**src/rtl/pipe_buf_pkg.sv**
```systemverilog
// Shared fetch-word layout and helpers for the fetch/decode elastic buffer.
package pipe_buf_pkg;

    localparam int FETCH_W   = 134;
    localparam int PC_MSB    = 112;
    localparam int PC_LSB    = 97;
    localparam int INSTR_MSB = 15;
    localparam int INSTR_LSB = 0;

    localparam logic [FETCH_W-1:0] NOP_FETCH = '0;

    typedef enum logic [1:0] {
        OP_IDLE = 2'b00,
        OP_PUSH = 2'b01,
        OP_POP  = 2'b10,
        OP_BOTH = 2'b11
    } buf_op_e;

    function automatic buf_op_e bufOp(input logic push, input logic pop);
        return buf_op_e'({pop, push});
    endfunction

endpackage

```
**src/rtl/pipe_buf_mem.sv**
```systemverilog
// DEPTH x WIDTH register array: synchronous write, combinational read, no reset.
module pipe_buf_mem #(
    parameter int WIDTH = 134,
    parameter int DEPTH = 2
) (
    input  logic                     clk,
    input  logic                     we,
    input  logic [$clog2(DEPTH)-1:0] waddr,
    input  logic [WIDTH-1:0]         wdata,
    input  logic [$clog2(DEPTH)-1:0] raddr,
    output logic [WIDTH-1:0]         rdata
);

    logic [WIDTH-1:0] r_mem [DEPTH];

    always_ff @(posedge clk) begin
        if (we) begin
            r_mem[waddr] <= wdata;
        end
    end

    assign rdata = r_mem[raddr];

endmodule

```
**src/rtl/pipe_fifo_buf.sv**
```systemverilog
// Elastic fetch-to-decode buffer: DEPTH-entry FIFO with valid/ready on both
// sides, synchronous flush for redirects, and a NOP word presented when empty.
module pipe_fifo_buf
    import pipe_buf_pkg::*;
#(
    parameter int               WIDTH    = FETCH_W,
    parameter int               DEPTH    = 2,
    parameter logic [WIDTH-1:0] NOP_WORD = NOP_FETCH
) (
    input  logic                       clk,
    input  logic                       reset,
    input  logic                       flush,
    input  logic                       in_valid,
    output logic                       in_ready,
    input  logic [WIDTH-1:0]           read_in,
    output logic                       out_valid,
    input  logic                       out_ready,
    output logic [WIDTH-1:0]           data_out,
    output logic [$clog2(DEPTH+1)-1:0] count
);

    localparam int PTR_W = $clog2(DEPTH);
    localparam int CNT_W = $clog2(DEPTH+1);

    logic [PTR_W-1:0] r_rdPtr;
    logic [PTR_W-1:0] r_wrPtr;
    logic [CNT_W-1:0] r_count;
    logic             w_push;
    logic             w_pop;
    logic             w_wrEn;
    logic [WIDTH-1:0] w_rdData;

    // in_ready comes from the registered count only, so a pop never opens a slot in the same cycle
    assign in_ready  = (r_count != CNT_W'(DEPTH));
    assign out_valid = (r_count != '0);
    assign w_push    = in_valid & in_ready;
    assign w_pop     = out_valid & out_ready;
    assign w_wrEn    = w_push & reset & ~flush;
    assign count     = r_count;
    assign data_out  = out_valid ? w_rdData : NOP_WORD;

    pipe_buf_mem #(
        .WIDTH (WIDTH),
        .DEPTH (DEPTH)
    ) u_mem (
        .clk   (clk),
        .we    (w_wrEn),
        .waddr (r_wrPtr),
        .wdata (read_in),
        .raddr (r_rdPtr),
        .rdata (w_rdData)
    );

    // Reset and flush share one path; storage is left alone since the output mask hides it
    always_ff @(posedge clk) begin
        if (!reset || flush) begin
            r_rdPtr <= '0;
            r_wrPtr <= '0;
            r_count <= '0;
        end else begin
            if (w_push) begin
                r_wrPtr <= r_wrPtr + PTR_W'(1);
            end
            if (w_pop) begin
                r_rdPtr <= r_rdPtr + PTR_W'(1);
            end
            case (bufOp(w_push, w_pop))
                OP_PUSH: r_count <= r_count + CNT_W'(1);
                OP_POP:  r_count <= r_count - CNT_W'(1);
                default: r_count <= r_count;
            endcase
        end
    end

endmodule
```
**config.mk**
```make
export PLATFORM = sky130hd
export DESIGN_NAME = pipe_fifo_buf
export DESIGN_NICKNAME = d
export VERILOG_FILES = /design/src/rtl/pipe_buf_pkg.sv /design/src/rtl/pipe_buf_mem.sv /design/src/rtl/pipe_fifo_buf.sv
export SDC_FILE = /design/constraint.sdc
export NUM_CORES = 1
export LEC_CHECK = 0
export CORE_MARGIN = 8
export CORE_UTILIZATION = 30
export CTS_CLUSTER_DIAMETER = 40
export DETAILED_ROUTE_END_ITERATION = 8
export HOLD_SLACK_MARGIN = 0.12
export PLACE_DENSITY = 0.66
export SYNTH_ARGS = -nofsm -noshare
export SYNTH_HDL_FRONTEND = slang
export SYNTH_SLANG_ARGS = --single-unit
```
**constraint.sdc**
```tcl
create_clock -name clk -period 16.1 [get_ports clk]
set_input_delay 1.61 -clock clk [delete_from_list [all_inputs] [get_ports clk]]
set_output_delay 1.61 -clock clk [all_outputs]
set_load 0.05 [all_outputs]
```
Word-level counts from Yosys, hierarchy flattened
Memories as Yosys holds them, arrays and structs flattened. A register that Yosys moved wholly into a read port is not among the register bits.
Index checks and enable logic that the tools add are counted.
{"block": "totals", "reg_bits": 4, "in_bits": 139, "wordCells": 26, "mem_bits_rw": 268, "out_inout_bits": 138, "n_memories": 1}
{"memory": "u_mem.r_mem", "words": 2, "width": 134, "rd": 1, "rd_ports_with_merged_regs": 1, "wr": 1, "line_no": "pipe_buf_mem.sv:14", "rtl": "logic [WIDTH-1:0] r_mem [DEPTH];"}
{"block": "op_classes", "bitwise_logic": 5, "n_reduce_logical": 4, "n_mux": 6, "add_sub_neg": 4, "eq_ne": 3}
{"cell": "$mux 134", "n": 1}
{"cell": "$and 1x1->1", "n": 4}
{"cell": "$mux 1", "n": 4}
{"cell": "$pmux 2 s2", "n": 1}
{"cell": "$reduce_bool 2->1", "n": 2}
{"cell": "$add 1x1->1 const B", "n": 2}
{"cell": "$add 2x1->2 const B", "n": 1}
{"cell": "$eq 2x1->1 const B", "n": 1}
{"cell": "$eq 2x2->1 const B", "n": 1}
{"cell": "$ne 2x2->1 const B", "n": 1}
{"cell": "$sub 2x1->2 const B", "n": 1}
{"cell": "$logic_not 1->1", "n": 1}
{"cell": "$logic_or 1x1->1", "n": 1}
{"cell": "$not 1->1", "n": 1}

Longest topological paths before layout
{"block": "depth", "ltp_word": 6, "mapped_depth": 6, "mapped_depth_nobuf": 6}

By module
Synthesis repeated with hierarchy kept, for this count alone.
{"block": "unflattened", "hier_cells": 593, "area_unflattened_um2": 11164.5}
{"module": "pipe_buf_mem", "cells_per_inst": 419, "area_per_inst_um2": 9919.5, "instances": 1, "seq_area_each_um2": 8047.7}
{"module": "pipe_fifo_buf", "cells_per_inst": 174, "area_per_inst_um2": 1244.9, "instances": 1, "seq_area_each_um2": 80.1}

Worst setup path before layout
No wires, ideal clock.
{"block": "synth_timing", "path_kind": "in2reg", "from": "input flush", "to": "memory u_mem.r_mem[0][0], enable pin", "t_arrival_ns": 11.000, "setup_ns": 0.791, "cell_stages": 2, "slack_ns": 4.309, "path_cell_list": "nand2b_1 > nor3_1"}
{"block": "synth_via", "elab_chain_len": 4}
{"item": "from (decl)", "line_no": "pipe_fifo_buf.sv:12", "rtl": "input logic flush,"}
{"item": "$not 1->1", "line_no": "pipe_fifo_buf.sv:38", "rtl": "assign w_wrEn = w_push & reset & ~flush;"}
{"item": "$and 1x1->1", "line_no": "pipe_fifo_buf.sv:38"}
{"item": "$mux 1", "line_no": "pipe_buf_mem.sv:17", "rtl": "if (we) begin"}
{"item": "$mux 1 (implied by the code)", "line_no": "pipe_buf_mem.sv:18", "rtl": "r_mem[waddr] <= wdata;"}
{"item": "to (decl)", "line_no": "pipe_buf_mem.sv:14"}
No other way between the ends.

==> impl_metrics.yaml <==
worst_setup_path:
  cp-end-kind: "primary output"
  r2r_cells: 5
  r2r-end: "u_mem.r_mem[0][108]"
  worst-r2r-setup-slack_ns: 13.62
  timing.rr.start: "count[0]"
  critPathMaxFanout: 57
  worstSetupPathType: "reg -> out"
  crit_arrival_ns: 3.33
  start_kind: "flop"
  endpoint: "data_out[111]"
  cp_data_required_time_ns: 14.49
global_route:
  antenna_found_initial: 1
  grt_pass1_vias: 6522
  track_usage_pct: 12.0
  grt_overflow: 0
  grt_pass1_wl_um: 38400
  grt_max_degree: 74
cells_and_area:
  layout-drive-gt1-share_pct: 8.47
  finalCoreUtilization_pct: 44.3
  insertedDiodeCount: 0
  final_cell_mix: "276 x clkdlybuf4s50_1, 268 x edfxtp_1, 137 x nor2_1, 134 x mux2i_1, 41 x clkbuf_16"
  layout_commonest_cell: "clkdlybuf4s50_1"
  areaGrowthSynthToFinish_pct: 44.9
  nets: 1032
yosys:
  synth-seq-area-share_pct: 79.3
  yosysWarnings: 0
  synth_top_area_share_pct: 78.3
  ys_types: 20
  synthTopCellsByArea: "edfxtp_1 78%, mux2i_1 13%, nor2_1 5.0%"
  yosysTopAreaCell: "edfxtp_1"
  synth_seq_cells: 273
  synth_fp_nets: 733
  synthCells: 593
  syn_area_sq_um: 10300
  syn_area_per_cell_sq_um: 17.3
sta:
  max_freq_mhz: 202
  post-route-min-period_ns: 4.94
  skew_ns: 0.0127
  rsz0062_at_grt: "no"
  finalHoldViolations: 0
  fin_ws_ns: 11.16
  maxSlewViolCount: 0
  setup_tns_ns: 0
  min_period_over_period_pct: 30.7
  holdWs_ns: 0.501
  slew_headroom_pct: 30.2
  worst_pin_slew_ns: 1.05
  finalSetupViolCount: 0
routing:
  wl_um: 24900
  drc_errors: 0
  antenna_left: 0
  drt-initial-drc-count: 193
  vias: 5934
  wire_per_inst_um: 18.2
  avgViaCountPerCell: 4.33
  dr.pass1.iters: 4
placement:
  io_buffers: 276
  globalplace.congestion: 0.685
  hpwl_um: 16400
  post-place-ws_ns: 11.64
floorplan:
  die_width_um: 201
  core_area_sq_um: 33600
  num_io_pins: 277
  die_area_sq_um: 40400
  start_util_pct: 30.6
  std_cell_rows: 67
  die_h_um: 201
power:
  clkPwrFrac_pct: 46.6
  combPwrFrac_pct: 10.3
  power_density_nw_per_um2: 125
  intPower_mw: 1.43
  p_sw_share_pct: 22.9
  p_leak_nw: 4.73
  ir_worst_vdd_v: 0.0000878
  power_mw: 1.86
  p_seq_share_pct: 43.1
  p_sw_mw: 0.425
status:
  status: "finished clean"
flow_run:
  maxCapViolCount: 0
hold_path:
  min_from: "r_rdPtr"
  hold_path.class: "reg -> reg"
clocking:
  cts_root_buf: "clkbuf_16"
  cts_resized: 0
  htreeDepth: 2
  postCtsSetupBuffers: 0
  hold_buffers: 0
  cts_buffer_depth: 3
  cts_tree: "done"
  path_clk_slew_ns: 0.05
  numClockSinks: 273
  clkLatencyLatePin_ns: 0.53
  numCtsBuffers: 40
layout make-up:
class,instances,area (sq um)
repair buffers,286,2840
clock inverters,27,312
multi-input cells,288,1980
flip-flops and latches,273,8150
fillers,2966,18700
clock buffers,44,1040
inverters,3,11.3
well taps,448,561
worst max-delay path, cell delays in order (launching register included):
cell	delay, ns
dfxtp_4	0.59
buf_4	0.82
mux2i_1	0.17
nor2_1	0.26
clkdlybuf4s50_1	0.87
power by group through the flow:
stage | combinational (mW) | clock [mW] | sequential (mW)
after floorplan | 0.104 | 0 | 0.819
after global placement | 0.191 | 0 | 0.814
after detailed placement | 0.193 | 0 | 0.815
after CTS | 0.194 | 0.892 | 0.801
after global routing | 0.201 | 0.916 | 0.802
final | 0.190 | 0.865 | 0.801
synthesized netlist by cell type:
| cell | n |
|---|---|
| nand2b_1 | 2 |
| ha_1 | 1 |
| a21oi_1 | 2 |
| xnor2_1 | 1 |
| o21ai_0 | 2 |
| nor3_1 | 2 |
| clkbuf_1 | 8 |
| buf_4 | 7 |
| nor2_2 | 1 |
| a21o_1 | 1 |
| inv_1 | 3 |
| dfxtp_1 | 5 |
| buf_2 | 14 |
| mux2i_1 | 134 |
| nand2_1 | 1 |
| or3_1 | 1 |
| nand3_1 | 1 |
| edfxtp_1 | 268 |
| xor2_1 | 2 |
| nor2_1 | 137 |
sequential cells by signal (all words and copies together) (netlist names), named ones only:
register and flops:
r_wrPtr 1, count 2, u_mem.r_mem 268, r_rdPtr 1
worst min-delay path by stage:
stage	to	depth (start not counted)
6_report	flop	2
5_1_grt	flop	2
4_1_cts	flop	2
3_5_place_dp	flop	2
3_3_place_gp	flop	2
2_1_floorplan	flop	2
per-layer routing:
layer / track usage, % / up-vias / share of wire [%]
met4: 4.28 / 2 / 2.6
met5: 0 / - / 0.052
met1: 13.7 / 2850 / 39
met2: 20.1 / 211 / 49
li1: - / 2814 / -
met3: 5.00 / 57 / 9.3
stage by stage:
stage	area [sq um]	instances
finish	14900	1369
global route	14900	1369
CTS	14900	1369
detailed placement	13500	1298
global placement	13500	1298
floorplan	10300	593
cells by family (layout without fill, tap and decap cells):
| kind of cell | count (synthesis) | in the layout | synth area share [%] |
|---|---|---|---|
| buffers and inverters | 32 | 360 | 1.59 |
| AO/OA/AOI/OAI | 5 | 5 | 0.268 |
| flip-flops | 273 | 273 | 79.3 |
| AND/OR/NAND/NOR | 145 | 145 | 5.43 |
| multiplexers | 134 | 134 | 13.1 |
| adder cells (fa/ha/maj) | 1 | 1 | 0.122 |
| XOR/XNOR | 3 | 3 | 0.256 |
(Power assumes the default switching activity.)
